--- config.mk ---
export PLATFORM = sky130hd
export DESIGN_NAME = trail_collision
export DESIGN_NICKNAME = d
export VERILOG_FILES = /design/src/rtl/trail_collision.sv
export SDC_FILE = /design/constraint.sdc
export NUM_CORES = 1
export LEC_CHECK = 0
export ABC_AREA = 1
export BUFFER_PORTS_ARGS = -buffer_cell sky130_fd_sc_hd__buf_2
export CORE_MARGIN = 2
export CORE_UTILIZATION = 50
export DETAILED_ROUTE_END_ITERATION = 7
export GPL_TIMING_DRIVEN = 0
export PLACE_DENSITY = 0.73
export SYNTH_ARGS = -nofsm -noshare
export SYNTH_HDL_FRONTEND = slang
export SYNTH_SLANG_ARGS = --single-unit
--- constraint.sdc ---
create_clock -name Clk -period 3.3 [get_ports Clk]
set_clock_uncertainty 0.15 [all_clocks]
set_input_delay 0.165 -clock Clk [delete_from_list [all_inputs] [get_ports Clk]]
set_output_delay 0.165 -clock Clk [all_outputs]
set_load 0.01 [all_outputs]
--- src/rtl/trail_collision.sv ---
// trail_collision: once per frame, reads the frame-buffer word under each
// bike's new head cell and raises a sticky collision flag on a non-zero word
// (trail), on a head outside the play area (wall), or on a head-on meeting.
module trail_collision #(
   parameter int         WORDS_PER_LINE = 320,
   parameter int         OFFSET         = 14,
   parameter int         CELL_PX        = 4,
   parameter int         GRID_MAX       = 112,
   parameter int         READ_LATENCY   = 2,
   parameter logic [2:0] PLAYING        = 3'b010
) (
   input  logic        Clk,
   input  logic        Reset,
   input  logic        frame_clk,
   input  logic [2:0]  Game_State,
   input  logic [7:0]  Blue_X,
   input  logic [7:0]  Blue_Y,
   input  logic [7:0]  Red_X,
   input  logic [7:0]  Red_Y,
   output logic        rd_req,
   output logic [19:0] rd_addr,
   input  logic        rd_gnt,
   input  logic [15:0] rd_data,
   output logic        collision_blue,
   output logic        collision_red,
   output logic        check_done,
   output logic        busy
);

   localparam logic [19:0] WPL  = 20'(WORDS_PER_LINE);
   localparam logic [19:0] OFS  = 20'(OFFSET);
   localparam logic [19:0] CPX  = 20'(CELL_PX);
   localparam logic [7:0]  GMAX = 8'(GRID_MAX);
   localparam logic [2:0]  RLAT = 3'(READ_LATENCY);

   typedef enum logic [2:0] {
      S_IDLE, S_LATCH, S_REQ_B, S_WAIT_B, S_REQ_R, S_WAIT_R, S_RESOLVE
   } state_t;

   state_t      state_q, state_d;
   logic [2:0]  fsync_q, fsync_d;
   logic        play_q, play_d;
   logic [7:0]  bx_q, by_q, rx_q, ry_q, bx_d, by_d, rx_d, ry_d;
   logic [7:0]  lbx_q, lby_q, lrx_q, lry_q, lbx_d, lby_d, lrx_d, lry_d;
   logic        moved_b_q, moved_r_q, wall_b_q, wall_r_q, head_q;
   logic        moved_b_d, moved_r_d, wall_b_d, wall_r_d, head_d;
   logic        hit_b_q, hit_r_q, hit_b_d, hit_r_d;
   logic        col_b_q, col_r_q, col_b_d, col_r_d;
   logic [2:0]  cnt_q, cnt_d;

   logic        playing, enter, frame_edge;
   logic        moved_b, moved_r, wall_b, wall_r, head_on;
   logic [19:0] addr_b, addr_r;

   // Word address of a grid cell; two pixels per word, hence the shift.
   function automatic logic [19:0] cell_addr(input logic [7:0] x, input logic [7:0] y);
      cell_addr = (OFS + CPX * {12'd0, y}) * WPL + ((OFS + CPX * {12'd0, x}) >> 1);
   endfunction

   assign playing    = (Game_State == PLAYING);
   assign enter      = playing & ~play_q;
   // bits 0,1 are the synchroniser, bit 2 holds the previous synced value
   assign frame_edge = fsync_q[1] & ~fsync_q[2];

   assign moved_b = ({bx_q, by_q} != {lbx_q, lby_q});
   assign moved_r = ({rx_q, ry_q} != {lrx_q, lry_q});
   assign wall_b  = moved_b & ((bx_q >= GMAX) | (by_q >= GMAX));
   assign wall_r  = moved_r & ((rx_q >= GMAX) | (ry_q >= GMAX));
   assign head_on = moved_b & moved_r & ({bx_q, by_q} == {rx_q, ry_q});
   assign addr_b  = cell_addr(bx_q, by_q);
   assign addr_r  = cell_addr(rx_q, ry_q);

   assign collision_blue = col_b_q;
   assign collision_red  = col_r_q;
   assign busy           = (state_q != S_IDLE);

   // Next-state and output logic of the frame-check sequencer.
   always_comb begin
      state_d   = state_q;
      fsync_d   = {fsync_q[1:0], frame_clk};
      play_d    = playing;
      bx_d = bx_q;   by_d = by_q;   rx_d = rx_q;   ry_d = ry_q;
      lbx_d = lbx_q; lby_d = lby_q; lrx_d = lrx_q; lry_d = lry_q;
      moved_b_d = moved_b_q; moved_r_d = moved_r_q;
      wall_b_d  = wall_b_q;  wall_r_d  = wall_r_q;
      head_d    = head_q;
      hit_b_d   = hit_b_q;   hit_r_d   = hit_r_q;
      col_b_d   = col_b_q;   col_r_d   = col_r_q;
      cnt_d     = cnt_q;
      rd_req     = 1'b0;
      rd_addr    = 20'd0;
      check_done = 1'b0;

      case (state_q)
         S_IDLE: begin
            if (frame_edge && playing && !col_b_q && !col_r_q) begin
               bx_d = Blue_X; by_d = Blue_Y; rx_d = Red_X; ry_d = Red_Y;
               state_d = S_LATCH;
            end
         end
         S_LATCH: begin
            moved_b_d = moved_b; moved_r_d = moved_r;
            wall_b_d  = wall_b;  wall_r_d  = wall_r;
            head_d    = head_on;
            hit_b_d   = 1'b0;    hit_r_d   = 1'b0;
            if (moved_b && !wall_b)      state_d = S_REQ_B;
            else if (moved_r && !wall_r) state_d = S_REQ_R;
            else                         state_d = S_RESOLVE;
         end
         S_REQ_B: begin
            rd_req  = 1'b1;
            rd_addr = addr_b;
            if (rd_gnt) begin
               cnt_d   = 3'd1;
               state_d = S_WAIT_B;
            end
         end
         S_WAIT_B: begin
            if (cnt_q == RLAT) begin
               hit_b_d = (rd_data != 16'd0);
               state_d = (moved_r_q && !wall_r_q) ? S_REQ_R : S_RESOLVE;
            end else begin
               cnt_d = cnt_q + 3'd1;
            end
         end
         S_REQ_R: begin
            rd_req  = 1'b1;
            rd_addr = addr_r;
            if (rd_gnt) begin
               cnt_d   = 3'd1;
               state_d = S_WAIT_R;
            end
         end
         S_WAIT_R: begin
            if (cnt_q == RLAT) begin
               hit_r_d = (rd_data != 16'd0);
               state_d = S_RESOLVE;
            end else begin
               cnt_d = cnt_q + 3'd1;
            end
         end
         S_RESOLVE: begin
            col_b_d = col_b_q | wall_b_q | hit_b_q | head_q;
            col_r_d = col_r_q | wall_r_q | hit_r_q | head_q;
            lbx_d = bx_q; lby_d = by_q; lrx_d = rx_q; lry_d = ry_q;
            check_done = 1'b1;
            state_d    = S_IDLE;
         end
         default: state_d = S_IDLE;
      endcase

      // Leaving the round aborts any check; flags keep the result for game-over.
      if (!playing) begin
         state_d    = S_IDLE;
         check_done = 1'b0;
         col_b_d    = col_b_q;
         col_r_d    = col_r_q;
      end

      // New round: clear flags and treat current heads as already checked.
      if (enter) begin
         col_b_d = 1'b0;
         col_r_d = 1'b0;
         lbx_d = Blue_X; lby_d = Blue_Y; lrx_d = Red_X; lry_d = Red_Y;
      end
   end

   // State and datapath registers with synchronous reset.
   always_ff @(posedge Clk) begin
      if (Reset) begin
         state_q   <= S_IDLE;
         fsync_q   <= 3'd0;
         play_q    <= 1'b0;
         bx_q <= 8'd0;  by_q <= 8'd0;  rx_q <= 8'd0;  ry_q <= 8'd0;
         lbx_q <= 8'd0; lby_q <= 8'd0; lrx_q <= 8'd0; lry_q <= 8'd0;
         moved_b_q <= 1'b0; moved_r_q <= 1'b0;
         wall_b_q  <= 1'b0; wall_r_q  <= 1'b0;
         head_q    <= 1'b0;
         hit_b_q   <= 1'b0; hit_r_q   <= 1'b0;
         col_b_q   <= 1'b0; col_r_q   <= 1'b0;
         cnt_q     <= 3'd0;
      end else begin
         state_q   <= state_d;
         fsync_q   <= fsync_d;
         play_q    <= play_d;
         bx_q <= bx_d;   by_q <= by_d;   rx_q <= rx_d;   ry_q <= ry_d;
         lbx_q <= lbx_d; lby_q <= lby_d; lrx_q <= lrx_d; lry_q <= lry_d;
         moved_b_q <= moved_b_d; moved_r_q <= moved_r_d;
         wall_b_q  <= wall_b_d;  wall_r_q  <= wall_r_d;
         head_q    <= head_d;
         hit_b_q   <= hit_b_d;   hit_r_q   <= hit_r_d;
         col_b_q   <= col_b_d;   col_r_q   <= col_r_d;
         cnt_q     <= cnt_d;
      end
   end

endmodule

==> out/results.ini, run 1 <==
[worst_setup_path]
critPathKind=register to output pin
slowest_delay_ns=0.39
cp_slowest_cell=fa_2
cp.required_ns=2.98
cp-start-kind=register
path_delay_family=adder cells
crit_buf_inv=3
crit_arrival_ns=3.17
cp_max_fo=4
cp-end-kind=output pin
path_cells=inv_8 > ha_4 > xnor2_4 > ha_4 > ha_2 > fa_2 > xor2_2 > nand2_2 > nor2_2 > inv_2 > nor2_4 > nand2_2 > nor2_4 > nand3_2 > o21ai_2 > nand2_1 > nand2_1 > buf_2

[clock_tree]
cts_sinks=82
cts_buffers=9
clkLatencyLatePin_ns=0.35
root_buffer=clkbuf_16
cts.reportedPaths.clkPinSlew_ns=0.06
clockBufferDepth=2
cts_htree_levels=3
cts_tree=built

[grt]
globalRoute.totalOverflow=0
grt_pass1_vias=6300
track_usage_pct=28.5
grt_pass1_wl_um=29900
grt_max_degree=14
antenna_found_initial=0

[run]
maxCapViolCount=0

[timing]
rsz0062_at_grt=true
period_needed_ns=3.48
worst_slack_ns=-0.181
fin_crit_sh_pct=105
slew_headroom_pct=57.2
setup_viol=6
maxSlewViolCount=0
hold_viol=0
tightest_slew_ns=0.643
fmax_ghz=0.287

[routing]
wl_um=19200
wl_per_cell_um=15.5
vias_per_cell=5.48
vias=6771
drc=0
dr.pass1.iters=5
drtIter0Drc=506
ant_nets=0

[synth]
yosys.area.top_type=dfxtp_1
yosysWarnings=0
synth-seq-cells=82
synth_edf_count=0
ys_types=45
yosysSeqAreaShare_pct=26.8
synth_top_area_share_pct=26.8
synth_cells=931
async_reset_ff_share_pct=0
avgSynthCellArea_sq_um=6.59
synth.net_count=1030
synth_flop_cell=dfxtp_1
synthTopCellsByArea=dfxtp_1 (27%), nand2_1 (12%), nor2_1 (8.3%)
synth_area_sq_um=6140

[floorplanning]
die-width_um=115
core_region_area_sq_um=12000
rows=40
io_pins=80
die_h_um=115
start_util_pct=51.1
die_area_sq_um=13200

[power]
peakVddDrop_uv=259
leakagePower_nw=3.61
powerDensity_nw_per_um2=283
finalPower_mw=2.33

[place]
port_buffers=79
place.gp.congestion=0.931
pre_cts_slack_ns=-0.286
dp_hpwl_um=13500

[layout]
drive_above_1_share_pct=26.6
area_delta_synth_final_pct=33.9
nets=1182
diodes=0
final_common_cell=nand2_1
final_cell_mix=nand2_1 (172), nor2_1 (127), buf_2 (86)

[run_status]
violations=negative setup slack
status=complete, but fails checks

[hold_path]
hold_path_class=primary input to register

worst reg2reg max path, cell delays in order, from the launching register on:
cell and delay (ns):
dfxtp_1 0.41, inv_1 0.09, nand3_1 0.09, buf_2 0.30
clkbuf_1 0.53, a211oi_1 0.19, nor2_1 0.17
kinds of logic (layout without fill, tap and decap cells):
logic type,count (synthesis),count (layout),synth area share [%]
DFF,82,82,26.8
buffers and inverters,143,300,9.05
xor gates and xnor gates,56,56,8.24
adders and majority gates,44,44,9.46
AOI/OAI and AO/OA,213,213,19.4
and+or+nand+nor,393,393,27.1
Yosys cell counts, types with 5 or more instances:
master    number
nand2_1      191
nor2_1       135
inv_1         96
o21ai_0       86
dfxtp_1       82
a21oi_1       68
ha_1          40
a211oi_1      34
xor2_1        31
nand3_1       29
clkbuf_1      23
xnor2_1       23
inv_2         12
o22ai_1        9
buf_2          7
nand4_1        6
o21ai_1        6
nand3b_1       5
nor2_2         5
stage by stage:
stage / hold slack [ns] / utilization [%] / area, sq um / setup TNS (ns) / std cells
final: 0.00986 / 68.4 / 8220 / -0.852 / 1235
after global routing: 0.0138 / 68.4 / 8220 / -2.04 / 1235
after CTS: 0.000133 / 66.1 / 7940 / -0.483 / 1228
after detailed placement: 0.243 / 55.9 / 6720 / -1.49 / 1157
after global placement: 0.238 / 55.9 / 6720 / -1.44 / 1157
after floorplan: 0.122 / - / 6140 / 0 / 931
path summary, 6_finish.rpt:
path | from | endpoint | slack (ns) | cells past startpoint
setup reg to reg | state_q[0] | lby_q[6] | 1.30 | 6
setup / recovery | by_q[0] | rd_addr[19] | -0.18 | 18
hold / removal | Red_Y[7] | lry_q[7] | 0.01 | 3
hold reg to reg | fsync_q[0] | fsync_q[1] | 0.26 | 2
registers in the layout (all words and copies together) (netlist names), 3 cells and up:
signal   count
lrx_q        8
fsync_q      3
lbx_q        8
lry_q        8
rx_q         8
cnt_q        3
state_q      3
bx_q         8
lby_q        8
by_q         8
ry_q         8
routing by layer:
| metal | global-route usage, % | vias up | wire length, um |
|---|---|---|---|
| met1 | 34.9 | 3104 | 7930 |
| met4 | 9.72 | 0 | 538 |
| met3 | 4.11 | 50 | 1180 |
| met5 | 0 | - | 0 |
| met2 | 51.5 | 275 | 9560 |
| li1 | - | 3342 | - |
where the power goes:
group          internal, mW  leakage (nW)  switching [mW]
clock network         0.507         0.129           0.405
registers              1.01         0.675          0.0226
logic                 0.176          2.81           0.206
total                  1.70          3.61           0.633
cell type report:
| cell class | count | area, sq um |
|---|---|---|
| Multi-Input combinational cell | 706 | 4570 |
| Fill cell | 1019 | 3790 |
| Sequential cell | 82 | 1680 |
| Timing Repair Buffer | 141 | 951 |
| Inverter | 108 | 423 |
| Clock buffer | 11 | 233 |
| Tap cell | 147 | 184 |
| Buffer | 35 | 150 |
| Clock inverter | 5 | 31.3 |
timing repair:
item                                    in CTS  in global routing
pin swaps                                   41                 44
gates resized for setup                    103                 57
hold buffers                                29                  1
endpoints found under the hold margin       50                  1
endpoints found under the setup margin       9                  9
buffers inserted                            26                  9
Power figures use the tool's default switching activity.
==> run 2: changes to the inputs <==
--- a/config.mk
+++ b/config.mk
@@ -12,6 +12,7 @@
 export DETAILED_ROUTE_END_ITERATION = 7
 export GPL_TIMING_DRIVEN = 0
 export PLACE_DENSITY = 0.73
+export SETUP_SLACK_MARGIN = 0.1
 export SYNTH_ARGS = -nofsm -noshare
 export SYNTH_HDL_FRONTEND = slang
 export SYNTH_SLANG_ARGS = --single-unit
==> run 2 against run 1 <==
- the run still ends with negative setup slack left
- first-iteration DRC count shrank 12%
- critical endpoint unchanged
- sequential cell count unchanged
- critical path depth unchanged
- sequential power hardly changed
- highest routed layer unchanged
- worst hold slack improved by 0.012 ns
- register-to-register slack is essentially flat
- count of clock-buffer cells in the layout unchanged
- largest power group unchanged
==> out/results.ini, run 2 (synthesis results as in run 1) <==
[layout]
fin_area_sq_um=8350
final_cell_mix=nand2_1 (165), nor2_1 (125), buf_2 (86)
nets=1185
diodes=0
final_cells=1238
area_delta_synth_final_pct=36.1
final_common_cell=nand2_1
drive_above_1_share_pct=27.8

[floorplanning]
die_area_sq_um=13200
rows=40
die-width_um=115
io_pins=80
die_h_um=115
start_util_pct=51.1
core_region_area_sq_um=12000

[timing]
maxSlewViolCount=0
period_needed_ns=3.50
slew_headroom_pct=56.6
fmax_ghz=0.285
hold-worst-slack_ns=0.0222
worst_slack_ns=-0.203
tightest_slew_ns=0.651
setup_viol=7
rsz0062_at_grt=true
fin_crit_sh_pct=106
hold_viol=0

[routing]
drc=0
wl_um=19800
drtIter0Drc=445
vias=6887
vias_per_cell=5.56
dr.pass1.iters=6
wl_per_cell_um=16.0
ant_nets=0

[clock_tree]
cts_buffers=9
cts_sinks=82
clockBufferDepth=2
cts_tree=built
cts.reportedPaths.clkPinSlew_ns=0.06
root_buffer=clkbuf_16
cts_htree_levels=3
clkLatencyLatePin_ns=0.34

[grt]
met3_usage_pct=4.27
grt_pass1_wl_um=30100
use_met1_pct=35.0
grt.met2_usage_pct=51.7
grt_pass1_vias=6305
antenna_found_initial=0
top_usage_layer=met2
grt_max_degree=14
track_usage_pct=28.7
globalRoute.totalOverflow=0

[run]
maxCapViolCount=0

[worst_setup_path]
crit_arrival_ns=3.19
cp.required_ns=2.98
path_cells=inv_4 > ha_4 > xnor2_2 > ha_1 > ha_4 > fa_2 > nand3_1 > nand2_2 > nand2_2 > nand2_2 > xor2_2 > inv_2 > nor2_4 > nand3_1 > nand2_1 > nand2_1 > nand2_1 > buf_2
cp_max_fo=4
rr_worst_depth=6
slowest_delay_ns=0.39
cp_slowest_cell=dfxtp_4
cp-start-kind=register
critPathKind=register to output pin
cp-end-kind=output pin

[run_status]
violations=negative setup slack
status=complete, but fails checks

[power]
p_clk_share_pct=39.0
powerDensity_nw_per_um2=280
switching_share_pct=27.3
p_comb_share_pct=16.7
seqPwrFrac_pct=44.3
p_int_mw=1.70
p_sw_mw=0.637
leakagePower_nw=3.64
peakVddDrop_uv=265

[hold_path]
hold_path_depth=3
hold_path_class=primary input to register

[place]
dp_hpwl_um=13500
port_buffers=79
place.gp.congestion=0.931
dp.cells=1157
place_area_sq_um=6720
pre_cts_slack_ns=-0.286

[run 2: changes by cell type in the layout (fill, tap and decap cells not counted), moves of 2 or more]
cell,previous run,this run
ha_2,2,0
nor2_1,127,125
buf_4,30,33
nand2_2,22,26
nand2_4,0,3
nor2_4,12,14
nand2_1,172,165
dfxtp_1,68,66
a21oi_2,9,7
[run 2: worst max-delay path, delay by kind of cell (launching register included)]
| family | cells | cell delay [ns] |
|---|---|---|
| buffers and inverters | 3 | 0.23 |
| and+or+nand+nor | 9 | 0.82 |
| DFF | 1 | 0.39 |
| adders and majority gates | 4 | 1.08 |
| xor gates and xnor gates | 2 | 0.34 |
[run 2: power by group through the flow]
stage	registers [mW]	logic [mW]	clock network [mW]
2_1_floorplan	1.05	0.187	0
3_3_place_gp	1.06	0.273	0
3_5_place_dp	1.06	0.276	0
4_1_cts	1.04	0.347	0.909
5_1_grt	1.04	0.426	0.958
6_report	1.03	0.390	0.911
[run 2: worst paths after layout]
path / from / end / slack [ns]
min reg2reg: fsync_q[0] / fsync_q[1] / 0.26
max: ry_q[1] / rd_addr[19] / -0.20
max reg2reg: state_q[0] / lby_q[6] / 1.30
min: Red_Y[7] / lry_q[7] / 0.02
[run 2: routing by layer]
metal  wire length [um]  vias to the layer above  share of wire [%]
li1                   -                     3348                  -
met3               1220                       62                6.2
met2               9830                      283                 50
met1               8130                     3194                 41
met5                  0                        -                  0
met4                650                        0                3.3
[run 2: through the flow]
| stage | TNS [ns] | util [%] | power, mW |
|---|---|---|---|
| CTS | -0.483 | 66.2 | 2.29 |
| detailed placement | -1.49 | 55.9 | 1.34 |
| finish | -1.07 | 69.5 | 2.33 |
| global route | -2.20 | 69.5 | 2.42 |
| floorplan | 0 | - | 1.24 |
| global placement | -1.44 | 55.9 | 1.33 |
[run 2: what timing repair did]
action / in CTS / in global routing
hold endpoints to repair: 50 / 1
buffers inserted: 26 / 12
pin swaps: 43 / 58
endpoints found under the setup margin: 9 / 10
hold buffers: 29 / 1
gates resized for setup: 106 / 77
[run 2: area by class of cell]
type,instances,area [sq um]
multi-input cells,706,4670
fillers,1004,3660
flip-flops and latches,82,1680
repair buffers,144,982
inverters,108,423
clock buffers,11,233
well taps,147,184
plain buffers,35,150
clock inverters,5,31.3
